$ cat src/rtl/cpuif_master_pkg.sv
// Register-access bus types shared by cpuif initiators and the register map,
// plus the command/response records and FSM state of cpuif_master.
package pkg_cpu_if;
  localparam int CPUIF_ADDR_W = 12;
  localparam int CPUIF_DATA_W = 32;

  typedef struct packed {
    logic                    req;
    logic                    req_is_wr;
    logic [CPUIF_ADDR_W-1:0] addr;
    logic [CPUIF_DATA_W-1:0] wr_data;
    logic [CPUIF_DATA_W-1:0] wr_biten;
  } cpu_if_o;

  typedef struct packed {
    logic                    req_stall_wr;
    logic                    req_stall_rd;
    logic                    rd_ack;
    logic                    rd_err;
    logic [CPUIF_DATA_W-1:0] rd_data;
    logic                    wr_ack;
    logic                    wr_err;
  } cpu_if_i;

  typedef struct packed {
    logic                    is_wr;
    logic [CPUIF_ADDR_W-1:0] addr;
    logic [CPUIF_DATA_W-1:0] wr_data;
    logic [CPUIF_DATA_W-1:0] wr_biten;
  } cpuif_cmd_t;

  typedef struct packed {
    logic                    is_wr;
    logic [CPUIF_DATA_W-1:0] rd_data;
    logic                    err;
  } cpuif_rsp_t;

  typedef enum logic [1:0] {IDLE, ISSUE, WAIT_ACK, RESP} cpuif_master_state_e;
endpackage

$ cat src/rtl/cpuif_master_if.sv
// Host-side command/response valid-ready streams of cpuif_master.
// master = command source, slave = cpuif_master.
interface cpuif_master_if;
  import pkg_cpu_if::*;
  logic                    cmd_valid;
  logic                    cmd_ready;
  logic                    cmd_is_wr;
  logic [CPUIF_ADDR_W-1:0] cmd_addr;
  logic [CPUIF_DATA_W-1:0] cmd_wr_data;
  logic [CPUIF_DATA_W-1:0] cmd_wr_biten;
  logic                    rsp_valid;
  logic                    rsp_ready;
  logic                    rsp_is_wr;
  logic [CPUIF_DATA_W-1:0] rsp_rd_data;
  logic                    rsp_err;

  modport master (output cmd_valid, cmd_is_wr, cmd_addr, cmd_wr_data, cmd_wr_biten, rsp_ready,
                  input  cmd_ready, rsp_valid, rsp_is_wr, rsp_rd_data, rsp_err);
  modport slave  (input  cmd_valid, cmd_is_wr, cmd_addr, cmd_wr_data, cmd_wr_biten, rsp_ready,
                  output cmd_ready, rsp_valid, rsp_is_wr, rsp_rd_data, rsp_err);
endinterface

$ cat src/rtl/cpuif_master.sv
// Single-outstanding cpuif initiator: command stream in, cpuif transaction, response stream out.
// Optional request-to-ack watchdog enabled by CPUIF_MASTER_TIMEOUT_EN.
module cpuif_master
  import pkg_cpu_if::*;
#(
  parameter int ADDR_W         = CPUIF_ADDR_W,
  parameter int DATA_W         = CPUIF_DATA_W,
  parameter int TIMEOUT_CYCLES = 1024
) (
  input  logic           clk,
  input  logic           reset,
  cpuif_master_if.slave  bus,
  output cpu_if_o        cpuif_o,
  input  cpu_if_i        cpuif_i
);
  // Widths are carried by the shared bus types; reject a mismatched build.
  if (ADDR_W != CPUIF_ADDR_W || DATA_W != CPUIF_DATA_W || TIMEOUT_CYCLES < 1) begin : g_bad_cfg
    $error("cpuif_master: parameters disagree with pkg_cpu_if");
  end

  cpuif_master_state_e state;
  cpuif_rsp_t          rsp_q;
  logic                cmd_ready_r;
  logic                rsp_valid_r;

  logic              is_wr, stall, ack, err, expire;
  logic [DATA_W-1:0] ack_data;

  assign is_wr    = cpuif_o.req_is_wr;
  assign stall    = is_wr ? cpuif_i.req_stall_wr : cpuif_i.req_stall_rd;
  assign ack      = is_wr ? cpuif_i.wr_ack : cpuif_i.rd_ack;
  assign err      = is_wr ? cpuif_i.wr_err : cpuif_i.rd_err;
  assign ack_data = is_wr ? '0 : cpuif_i.rd_data;

`ifdef CPUIF_MASTER_TIMEOUT_EN
  localparam int TMO_W = $clog2(TIMEOUT_CYCLES + 1);
  logic [TMO_W-1:0] tmo_cnt;
  // Counter is 0 in the first ISSUE cycle, so expiry lands on the TIMEOUT_CYCLES-th cycle.
  assign expire = (tmo_cnt == TMO_W'(TIMEOUT_CYCLES - 1));
`else
  assign expire = 1'b0;
`endif

  always_ff @(posedge clk or posedge reset) begin
    if (reset) begin
      state       <= IDLE;
      cpuif_o     <= '0;
      rsp_q       <= '0;
      cmd_ready_r <= 1'b0;
      rsp_valid_r <= 1'b0;
`ifdef CPUIF_MASTER_TIMEOUT_EN
      tmo_cnt     <= '0;
`endif
    end else begin
`ifdef CPUIF_MASTER_TIMEOUT_EN
      if (state == ISSUE || state == WAIT_ACK) tmo_cnt <= tmo_cnt + 1'b1;
`endif
      case (state)
        IDLE: begin
          if (cmd_ready_r && bus.cmd_valid) begin
            cmd_ready_r <= 1'b0;
            cpuif_o     <= '{req: 1'b1, req_is_wr: bus.cmd_is_wr, addr: bus.cmd_addr,
                             wr_data: bus.cmd_wr_data, wr_biten: bus.cmd_wr_biten};
            state       <= ISSUE;
`ifdef CPUIF_MASTER_TIMEOUT_EN
            tmo_cnt     <= '0;
`endif
          end else begin
            cmd_ready_r <= 1'b1;
          end
        end
        ISSUE: begin
          // An ack coincident with acceptance skips WAIT_ACK.
          if (!stall && ack) begin
            cpuif_o.req <= 1'b0;
            rsp_q       <= '{is_wr: is_wr, rd_data: ack_data, err: err};
            rsp_valid_r <= 1'b1;
            state       <= RESP;
          end else if (expire) begin
            cpuif_o.req <= 1'b0;
            rsp_q       <= '{is_wr: is_wr, rd_data: '0, err: 1'b1};
            rsp_valid_r <= 1'b1;
            state       <= RESP;
          end else if (!stall) begin
            cpuif_o.req <= 1'b0;
            state       <= WAIT_ACK;
          end
        end
        WAIT_ACK: begin
          if (ack) begin
            rsp_q       <= '{is_wr: is_wr, rd_data: ack_data, err: err};
            rsp_valid_r <= 1'b1;
            state       <= RESP;
          end else if (expire) begin
            rsp_q       <= '{is_wr: is_wr, rd_data: '0, err: 1'b1};
            rsp_valid_r <= 1'b1;
            state       <= RESP;
          end
        end
        RESP: begin
          if (bus.rsp_ready) begin
            rsp_valid_r <= 1'b0;
            cmd_ready_r <= 1'b1;
            state       <= IDLE;
          end
        end
        default: state <= IDLE;
      endcase
    end
  end

  assign bus.cmd_ready   = cmd_ready_r;
  assign bus.rsp_valid   = rsp_valid_r;
  assign bus.rsp_is_wr   = rsp_q.is_wr;
  assign bus.rsp_rd_data = rsp_q.rd_data;
  assign bus.rsp_err     = rsp_q.err;
endmodule

$ cat src/flat_wrapper.sv
// flat-port wrapper written by rule: the top's interface ports become plain ports
module cpuif_master_flat import pkg_cpu_if::*;
#(
  parameter int ADDR_W         = CPUIF_ADDR_W,
  parameter int DATA_W         = CPUIF_DATA_W,
  parameter int TIMEOUT_CYCLES = 1024
)
  (clk, reset, cpuif_o, cpuif_i, bus_cmd_valid, bus_cmd_is_wr, bus_cmd_addr, bus_cmd_wr_data, bus_cmd_wr_biten, bus_rsp_ready, bus_cmd_ready, bus_rsp_valid, bus_rsp_is_wr, bus_rsp_rd_data, bus_rsp_err);
  cpuif_master_if bus_i ();
  input  logic clk;
  input  logic reset;
  output cpu_if_o cpuif_o;
  input  cpu_if_i cpuif_i;
  input wire logic [$bits(bus_i.cmd_valid)-1:0] bus_cmd_valid;
  input wire logic [$bits(bus_i.cmd_is_wr)-1:0] bus_cmd_is_wr;
  input wire logic [$bits(bus_i.cmd_addr)-1:0] bus_cmd_addr;
  input wire logic [$bits(bus_i.cmd_wr_data)-1:0] bus_cmd_wr_data;
  input wire logic [$bits(bus_i.cmd_wr_biten)-1:0] bus_cmd_wr_biten;
  input wire logic [$bits(bus_i.rsp_ready)-1:0] bus_rsp_ready;
  output wire logic [$bits(bus_i.cmd_ready)-1:0] bus_cmd_ready;
  output wire logic [$bits(bus_i.rsp_valid)-1:0] bus_rsp_valid;
  output wire logic [$bits(bus_i.rsp_is_wr)-1:0] bus_rsp_is_wr;
  output wire logic [$bits(bus_i.rsp_rd_data)-1:0] bus_rsp_rd_data;
  output wire logic [$bits(bus_i.rsp_err)-1:0] bus_rsp_err;
  assign bus_i.cmd_valid = bus_cmd_valid;
  assign bus_i.cmd_is_wr = bus_cmd_is_wr;
  assign bus_i.cmd_addr = bus_cmd_addr;
  assign bus_i.cmd_wr_data = bus_cmd_wr_data;
  assign bus_i.cmd_wr_biten = bus_cmd_wr_biten;
  assign bus_i.rsp_ready = bus_rsp_ready;
  assign bus_cmd_ready = bus_i.cmd_ready;
  assign bus_rsp_valid = bus_i.rsp_valid;
  assign bus_rsp_is_wr = bus_i.rsp_is_wr;
  assign bus_rsp_rd_data = bus_i.rsp_rd_data;
  assign bus_rsp_err = bus_i.rsp_err;
  cpuif_master #(.ADDR_W(ADDR_W), .DATA_W(DATA_W), .TIMEOUT_CYCLES(TIMEOUT_CYCLES)) u_core (.clk(clk), .reset(reset), .bus(bus_i), .cpuif_o(cpuif_o), .cpuif_i(cpuif_i));
endmodule
$ cat config.mk
export PLATFORM = sky130hd
export DESIGN_NAME = cpuif_master_flat
export DESIGN_NICKNAME = d
export VERILOG_FILES = /design/src/rtl/cpuif_master_pkg.sv /design/src/rtl/cpuif_master_if.sv /design/src/rtl/cpuif_master.sv /design/src/flat_wrapper.sv
export SDC_FILE = /design/constraint.sdc
export NUM_CORES = 1
export LEC_CHECK = 0
export ABC_AREA = 1
export CAP_MARGIN = 20
export CORE_ASPECT_RATIO = 0.9
export CORE_MARGIN = 2
export CORE_UTILIZATION = 43
export CTS_CLUSTER_DIAMETER = 40
export DETAILED_ROUTE_END_ITERATION = 8
export HOLD_SLACK_MARGIN = 0.05
export PLACE_DENSITY = 0.93
export SYNTH_ARGS = -nofsm -noshare
export SYNTH_HDL_FRONTEND = slang
export SYNTH_SLANG_ARGS = --single-unit
$ cat constraint.sdc
create_clock -name clk -period 9.6 [get_ports clk]
set_input_delay 1.44 -clock clk [delete_from_list [all_inputs] [get_ports clk]]
set_output_delay 1.44 -clock clk [all_outputs]
set_load 0.005 [all_outputs]
==> results of run 1 <==
power groups by stage:
stage / combinational [mW] / clock, mW / sequential (mW)
2_1_floorplan: 0.396 / 0 / 0.882
3_3_place_gp: 0.997 / 0 / 0.861
3_5_place_dp: 1.04 / 0 / 0.878
4_1_cts: 1.05 / 0.655 / 0.875
5_1_grt: 1.12 / 0.679 / 0.902
6_report: 1.03 / 0.642 / 0.874
synth_stat cells:
master and n:
dfrtp_1 116, inv_2 1, ha_1 4, inv_1 10, nor2_4 1, a21oi_1 3, mux2_2 76, nand3_4 1
buf_6 3, nand3_1 4, nand3_2 1, nand2_1 117, or2_2 1, o21ai_0 8, buf_2 10, buf_4 2
nor2_1 6
kinds of logic after synthesis:
| family | Yosys count | synth area share, % |
|---|---|---|
| buf+inv | 26 | 3.09 |
| mux | 76 | 18.9 |
| flops | 116 | 64.1 |
| fa+ha+maj | 4 | 1.10 |
| compound gates | 11 | 1.22 |
| simple gates | 131 | 11.6 |
flip-flops by register name, indices dropped and copies added (netlist names):
signal	flops
u_core.cpuif_o	77
u_core.bus.rsp_rd_data	32
u_core.state	2
u_core.bus.cmd_ready	1
u_core.bus.rsp_err	1
u_core.bus.rsp_is_wr	1
u_core.bus.rsp_valid	1
u_core.is_wr	1
per-stage QoR:
| step | hold slack [ns] | utilization, % | instance area [um^2] |
|---|---|---|---|
| finish | 0.482 | 73.5 | 7530 |
| global route | 0.508 | 73.5 | 7530 |
| CTS | 0.482 | 73.5 | 7530 |
| detailed placement | 0.469 | 67.7 | 6930 |
| global placement | 0.463 | 67.7 | 6930 |
| floorplan | 0.472 | - | 4530 |
cell usage in the layout (no fill, tap or decap):
cell and n:
or2_2 1, buf_4 1, inv_1 9, clkbuf_16 17, clkdlybuf4s50_1 232, o21ai_0 8, nand3_2 1, clkinv_2 4
nor2_1 6, inv_6 1, nand2_4 1, ha_1 4, nor2_4 1, inv_2 1, nand2_1 116, inv_4 1
dfrtp_1 116, nand3_1 4, mux2_2 76, bufinv_16 4, a21oi_1 3, clkinvlp_4 1, nand3_4 1, clkbuf_1 4
worst paths after layout:
kind,to,slack [ns],cells past startpoint
setup / recovery,u_core.bus.rsp_rd_data[25]$_DFFE_PP0P_,6.51,7
hold / removal,u_core.bus.rsp_rd_data[19]$_DFFE_PP0P_,0.48,2
setup reg to reg,u_core.bus.rsp_rd_data[25]$_DFFE_PP0P_,7.28,7
hold reg to reg,u_core.bus.rsp_rd_data[19]$_DFFE_PP0P_,0.48,2
max in group asynchronous,u_core.cpuif_o[58]$_DFFE_PP0P_,6.83,3
min in group asynchronous,u_core.cpuif_o[61]$_DFFE_PP0P_,1.42,2
layer usage:
metal	up-vias	GRT usage [%]	part of all wire (%)
met2	171	38.1	53
li1	1665	-	-
met4	0	8.63	1.6
met5	-	0	0
met1	1766	23.9	36
met3	16	8.98	8.9
critical path, delay by kind of cell:
family,cells,cell delay [ns]
AND/OR/NAND/NOR,6,1.50
buffers and inverters,1,0.46
cell type report:
type	count	area, um^2	area share, %
Sequential cell	116	2900	38.6
Timing Repair Buffer	233	2330	30.9
Multi-Input combinational cell	222	1500	19.9
Clock buffer	21	440	5.85
Tap cell	129	161	2.14
Clock inverter	10	156	2.08
Inverter	11	43.8	0.582
==> out/metrics.cfg, run 1 <==
[outcome]
run_status=finished, final reports clean

[timing]
setup_ws_ns=6.51
slew_viol_final=0
fin_crit_sh_pct=32.2
clock.fmax_mhz=324
fin_crit_ns=3.09
hold_violations=0
tns_ns=0
rsz0062_at_grt=false
setup_viol=0
tightestPinTransition_ns=1.01
skew_ns=0.00551
max_slew_margin_pct=32.5

[yosys]
synth_area_leaders=dfrtp_1 64%, mux2_2 19%, nand2_1 9.7%, buf_2 1.1%, ha_1 1.1%
yosys.area.top_type=dfrtp_1
ys_ff_latch=116
netlist_area_mm2=0.00453
yosysWarnings=0
syn_avg_cell_area_um2=12.4
yosysSeqAreaShare_pct=64.1
syn_inst=364
synth.distinct_cells=17
yosysTopAreaCellShare_pct=64.1
synth_nets=487

[pwr]
swShare_pct=28.3
power.leakage_nw=3.41
totalPowerFinal_mw=2.55
ir_worst_vdd_uv=199
p_per_area_mw_per_mm2=338
clkPwrFrac_pct=25.2
p_switching_uw=720
p_int_mw=1.83
p_seq_share_pct=34.3
p_comb_share_pct=40.5

[critical_path]
worstSetupPathType=in2reg
cp.required_ns=9.93
path_common_cell=nand2_1
path_cells=clkdlybuf4s50_1 > nand2_1 > nand2_1 > nand3_4 > nor2_4 > nand2_1 > nand2_1
worstPathArrival_ns=3.42
worstPathMaxFanout=37
cpPeakStageDelay_ns=0.66
end_kind=flop
crit_path_top_delay_cell=nor2_4
critPathLaunch=cpuif_i[1]
worstSetupStartpointType=input port
worstReg2RegStart=u_core.state[1]$_DFFE_PP0P_

[cts]
cts_setup_buffers=0
cts_tree=built
numClockSinks=116
htree_levels=4
numCtsBuffers=17
clk_pin_slew_ns=0.05
postCtsHoldBufs=0
clock_path_buffers=2
clock_latency_ns=0.40
cts_resized=0
clock-root-buffer=clkbuf_16

[floorplan]
start_util_pct=44.2
dieArea_mm2=0.0114
die_h_um=101
core_area_mm2=0.0102
fp.dieW_um=112
pin_count=233
rows=35

[detailed_routing]
ant_nets=0
via_count=3618
wl_um=12300
viasPerCell=4.88
dr.pass1.iters=7
drc=0
routedWlPerCell_um=16.5
drt_iter0_drc=210

[run]
drv_cap=0

[worst_hold_path]
hp-class=reg2reg
hp-start=u_core.bus.rsp_rd_data[19]$_DFFE_PP0P_

[place]
pre_cts_slack_ns=6.14
placed_cells=711
gp_congestion=0.817
place_hpwl_um=8790
numPortBuffers=232

[global_route]
grt_pass1_vias=3760
grtUsageTotal_pct=21.8
grt_max_degree=80
grt_overflow=0
grt_pass1_wl_um=19200
antenna_found_initial=0

[final_layout]
final_cells=742
nets=724
nFillCells=664
layout-drive-gt1-share_pct=18.1
diodes=0
area_growth_pct=66.2

No activity file was read; power rests on OpenSTA's default activity.
==> run 2: changes to the inputs <==
CORE_UTILIZATION = 40   (was 43)
PLACE_DENSITY = 0.88   (was 0.93)
clock period = 3.2 ns   (was 9.6 ns; I/O delays follow)
==> out/metrics.cfg, run 2 (same netlist as run 1, synthesis figures left out) <==
[outcome]
run_status=finished, final reports clean

[place]
place_area_mm2=0.00700  ; +0.94%
numPortBuffers=232  ; unchanged
place_hpwl_um=8900  ; +1.3%
gp_congestion=0.777  ; -4.9%

[detailed_routing]
via_count=3612  ; -0.17%
ant_nets=0  ; unchanged
wl_um=12400  ; +1.5%
drc=0  ; unchanged
drt_iter0_drc=162  ; -23%
viasPerCell=4.70  ; -3.7%
routedWlPerCell_um=16.2  ; -2.1%
dr.pass1.iters=4  ; -3

[critical_path]
worstPathMaxFanout=79  ; +110%
cpPeakStageDelay_ns=0.74  ; +0.08 ns
cp.required_ns=3.49  ; -6.44 ns
worstSetupStartpointType=flop
end_kind=flop
worstPathArrival_ns=2.44  ; -0.98 ns
worstSetupPathType=reg2reg
crit_path_top_delay_cell=nand2_4
ff2ff_path_depth=4  ; -3
path_cells=inv_1 > ha_1 > nand2_4 > mux2_2

[cts]
postCtsHoldBufs=0  ; unchanged
numCtsBuffers=17  ; unchanged
cts_tree=built
clock_latency_ns=0.41  ; about the same
cts_resized=0  ; unchanged
clk_pin_slew_ns=0.05  ; about the same
numClockSinks=116  ; unchanged
clock_path_buffers=2  ; unchanged
clock-root-buffer=clkbuf_16
cts_setup_buffers=0  ; unchanged
htree_levels=4  ; unchanged

[floorplan]
dieArea_mm2=0.0122  ; +7.2%
fp.dieW_um=116  ; +3.5%
pin_count=233  ; unchanged
die_h_um=105  ; +3.5%
start_util_pct=41.4  ; -2.8 points
rows=36  ; +2.9%
core_area_mm2=0.0109  ; +6.8%

[pwr]
p_per_area_mw_per_mm2=1010  ; +200%
power.leakage_nw=3.44  ; +0.96%
ir_worst_vdd_uv=589  ; +200%

[final_layout]
nets=727  ; +0.41%
largest_reg_flops=77  ; unchanged
regMostFlops=u_core.cpuif_o
layout_common_cells=232 x clkdlybuf4s50_1, 116 x nand2_1, 116 x dfrtp_1
area_growth_pct=68.3
fin_area_mm2=0.00762  ; +1.3%
diodes=0  ; unchanged
layout_commonest_cell=clkdlybuf4s50_1
layout-drive-gt1-share_pct=19.0  ; +0.86 points

[global_route]
grt_max_degree=80  ; unchanged
antenna_found_initial=0  ; unchanged
grt_overflow=0  ; unchanged
grtUsageTotal_pct=21.3  ; -0.50 points
grt_pass1_wl_um=19600  ; +2.3%
grt_pass1_vias=3978  ; +5.8%

[timing]
max_slew_margin_pct=31.7  ; -0.79 points
fin_crit_sh_pct=67.4
tightestPinTransition_ns=1.02  ; +0.0119 ns
slew_viol_final=0  ; unchanged
skew_ns=0.00531  ; -0.000197 ns
tns_ns=0  ; unchanged
fin_crit_ns=2.16
rsz0062_at_grt=false
clock.fmax_mhz=464
hold_violations=0  ; unchanged
setup_viol=0  ; unchanged

[run]
drv_cap=0  ; unchanged

[worst_hold_path]
min_path_cells=2  ; unchanged
hp-class=reg2reg

[run 2: changes by cell type in the layout (fill, tap and decap cells not counted)]
| cell | delta |
|---|---|
| clkinvlp_4 | +1 |
| buf_4 | +2 |
| clkinv_2 | +1 |
| inv_4 | -1 |
| clkbuf_8 | +3 |
| clkbuf_1 | -2 |
| inv_6 | -1 |
| buf_12 | +1 |
[run 2: stage by stage]
stage / hold slack, ns / utilization [%] / std cells / power (mW) / setup WS [ns]
5_1_grt: 0.486 / 69.7 / 769 / 8.18 / 0.918
6_report: 0.474 / 69.7 / 769 / 7.72 / 1.04
3_3_place_gp: 0.460 / 63.9 / 737 / 5.59 / 0.850
4_1_cts: 0.480 / 69.7 / 769 / 7.81 / 1.03
3_5_place_dp: 0.467 / 63.9 / 737 / 5.75 / 0.809
2_1_floorplan: 0.472 / - / 364 / 3.84 / 1.31
[run 2: cell type report]
type                            count  area [um^2]
Fill cell                         755         3320
Sequential cell                   116         2900
Timing Repair Buffer              236         2360
Multi-Input combinational cell    222         1500
Clock buffer                       22          474
Tap cell                          152          190
Clock inverter                     10          153
Inverter                           11         45.0
[run 2: power breakdown]
part | total (mW) | leakage, nW | switching (mW) | internal, mW
Clock | 1.98 | 0.310 | 0.626 | 1.36
Combinational | 3.11 | 1.71 | 1.12 | 1.99
Sequential | 2.62 | 1.42 | 0.412 | 2.21
[run 2: worst paths after layout]
check / startpoint / endpoint / slack (ns)
max: u_core.state[0]$_DFFE_PP0P_ / u_core.cpuif_o[63]$_DFFE_PP0P_ / 1.04
min: u_core.bus.rsp_rd_data[14]$_DFFE_PP0P_ / u_core.bus.rsp_rd_data[14]$_DFFE_PP0P_ / 0.47
max reg2reg: u_core.state[0]$_DFFE_PP0P_ / u_core.cpuif_o[63]$_DFFE_PP0P_ / 1.04
min reg2reg: u_core.bus.rsp_rd_data[14]$_DFFE_PP0P_ / u_core.bus.rsp_rd_data[14]$_DFFE_PP0P_ / 0.47
max in group asynchronous: reset / u_core.cpuif_o[11]$_DFFE_PP0P_ / 1.90
min in group asynchronous: reset / u_core.bus.rsp_rd_data[0]$_DFFE_PP0P_ / 0.56
[run 2: worst max-delay path, delay by kind of cell, from the launching register on]
family | cells | cell delay, ns
fa+ha+maj | 1 | 0.30
flops | 1 | 0.41
buf+inv | 1 | 0.08
mux | 1 | 0.43
simple gates | 1 | 0.74
[run 2: metal layers]
layer,track usage [%],part of all wire [%],vias to the layer above
met3,10.4,10,30
li1,-,-,1670
met1,22.3,37,1724
met5,0,0,-
met2,35.6,50,188
met4,10.0,2.6,0
==> run 3: changes to the inputs <==
clock period = 2.15 ns   (was 3.2 ns; I/O delays follow)
==> out/metrics.cfg, run 3 (same netlist as run 1, synthesis figures left out) <==
[critical_path]
worstReg2RegStart=u_core.state[1]$_DFFE_PP0P_
critPathLaunch=u_core.state[1]$_DFFE_PP0P_
ff2ff_path_depth=8  ; +4
path_common_cell=nand2_1
cpPeakStageDelay_ns=0.39  ; -0.35 ns
r2r_end=u_core.bus.rsp_rd_data[16]$_DFFE_PP0P_
worstSetupStartpointType=flop
crit_path_top_delay_cell=dfrtp_1
worstPathMaxFanout=32  ; -59%
cp.required_ns=2.49  ; -1.00 ns
r2r_setup_slack_ns=0.29  ; -0.75 ns
worstSetupPathType=reg2reg
cp.buffers_inverters=2  ; +1
crit_family=simple AND/OR/NAND/NOR gates
end_kind=flop
path_cells=inv_1 > ha_1 > or2_2 > nand3_4 > nor2_4 > buf_4 > nand2_1 > nand2_1
worstPathArrival_ns=2.19  ; -0.25 ns

[cts]
cts_resized=0  ; unchanged
clock_latency_ns=0.41  ; about the same
clock-root-buffer=clkbuf_16
cts_setup_buffers=0  ; unchanged
postCtsHoldBufs=0  ; unchanged
htree_levels=4  ; unchanged
numCtsBuffers=17  ; unchanged
numClockSinks=116  ; unchanged
cts_tree=built
clock_path_buffers=2  ; unchanged
clk_pin_slew_ns=0.05  ; about the same

[place]
numPortBuffers=232  ; unchanged
gp_congestion=0.803  ; +3.3%
place_hpwl_um=8900  ; about the same

[global_route]
grt_pass1_vias=3912  ; -1.7%
antenna_found_initial=0  ; unchanged
grt_max_degree=117  ; +46%
grtUsageTotal_pct=21.4  ; +0.090 points
grt_overflow=0  ; unchanged
grt_pass1_wl_um=19700  ; +0.53%

[final_layout]
layout_commonest_cell=clkdlybuf4s50_1
largest_reg_flops=77  ; unchanged
layout_common_cells=232 x clkdlybuf4s50_1, 116 x nand2_1, 116 x dfrtp_1
nFillCells=748  ; -0.93%
nets=728  ; +0.14%
diodes=0  ; unchanged
regMostFlops=u_core.cpuif_o
fin_util_pct=69.3  ; -0.37 points
area_growth_pct=67.4
layout-drive-gt1-share_pct=18.6  ; -0.40 points

[floorplan]
fp.dieW_um=116  ; unchanged
start_util_pct=41.4  ; unchanged
rows=36  ; unchanged
pin_count=233  ; unchanged
die_h_um=105  ; unchanged
core_area_mm2=0.0109  ; unchanged
dieArea_mm2=0.0122  ; unchanged

[timing]
rsz0062_at_grt=false
skew_ns=0.00986  ; +0.00454 ns
max_slew_margin_pct=58.9  ; +27 points
hold_violations=0  ; unchanged
tightestPinTransition_ns=0.616  ; -0.408 ns
fin_crit_sh_pct=86.4  ; +19 points
fin_crit_ns=1.86  ; -0.299 ns
setup_viol=0  ; unchanged
clock.fmax_mhz=538  ; +16%
tns_ns=0  ; unchanged
slew_viol_final=0  ; unchanged

[detailed_routing]
drt_iter0_drc=328  ; +100%
via_count=3608  ; -0.11%
routedWlPerCell_um=16.3  ; +0.79%
viasPerCell=4.71  ; +0.28%
drc=0  ; unchanged
dr.pass1.iters=5  ; +1
wl_um=12500  ; +0.39%
ant_nets=0  ; unchanged

[pwr]
ir_worst_vdd_uv=937  ; +59%
power.leakage_nw=3.42  ; -0.46%
p_per_area_mw_per_mm2=1480  ; +46%
totalPowerFinal_mw=11.2  ; +45%

[worst_hold_path]
hp-class=in2async

[run]
drv_cap=0  ; unchanged

[outcome]
run_status=finished, final reports clean

-- run 3: where the power goes --
group	internal (mW)	leakage (nW)	switching, mW
clock	1.76	0.277	0.890
sequential	3.29	1.42	0.613
combinational	2.99	1.72	1.67
-- run 3: worst min-delay path, cell delays in order --
cell and delay [ns]:
clkdlybuf4s50_1 0.45, clkinvlp_4 0.10, buf_12 0.44
-- run 3: cell type report --
| type | count | area, um^2 | area share, % |
|---|---|---|---|
| Multi-Input combinational cell | 222 | 1500 | 19.7 |
| Timing Repair Buffer | 237 | 2400 | 31.6 |
| Sequential cell | 116 | 2900 | 38.3 |
| Clock buffer | 22 | 474 | 6.25 |
| Inverter | 11 | 45.0 | 0.594 |
| Tap cell | 152 | 190 | 2.51 |
| Clock inverter | 6 | 80.1 | 1.06 |
-- run 3: per-stage QoR --
stage          setup slack [ns]  instances  hold slack, ns  cell area [um^2]
5_1_grt                  0.0890        766           0.459              7580
3_3_place_gp              0.282        738           0.464              7030
2_1_floorplan             0.414        364           0.432              4530
4_1_cts                   0.279        766           0.431              7580
3_5_place_dp              0.232        738           0.465              7030
6_report                  0.292        766           0.445              7580
-- run 3: per-layer routing --
layer	wire [um]	up-vias	part of all wire, %	global-route usage, %
met5	0	-	0	0
met1	4410	1738	35	22.5
met4	269	0	2.2	10.3
li1	-	1669	-	-
met3	1260	25	10	8.06
met2	6560	176	53	37.3
-- run 3: how the worst max path moves through the flow --
stage	to	slack [ns]	depth (start not counted)
floorplan	u_core.bus.cmd_ready$_DFFE_PP0P_	0.41	1
global route	u_core.bus.rsp_rd_data[16]$_DFFE_PP0P_	0.09	8
CTS	u_core.bus.rsp_rd_data[16]$_DFFE_PP0P_	0.28	8
global placement	u_core.cpuif_o[72]$_DFFE_PP0P_	0.28	6
detailed placement	u_core.cpuif_o[74]$_DFFE_PP0P_	0.23	6
finish	u_core.bus.rsp_rd_data[16]$_DFFE_PP0P_	0.29	8
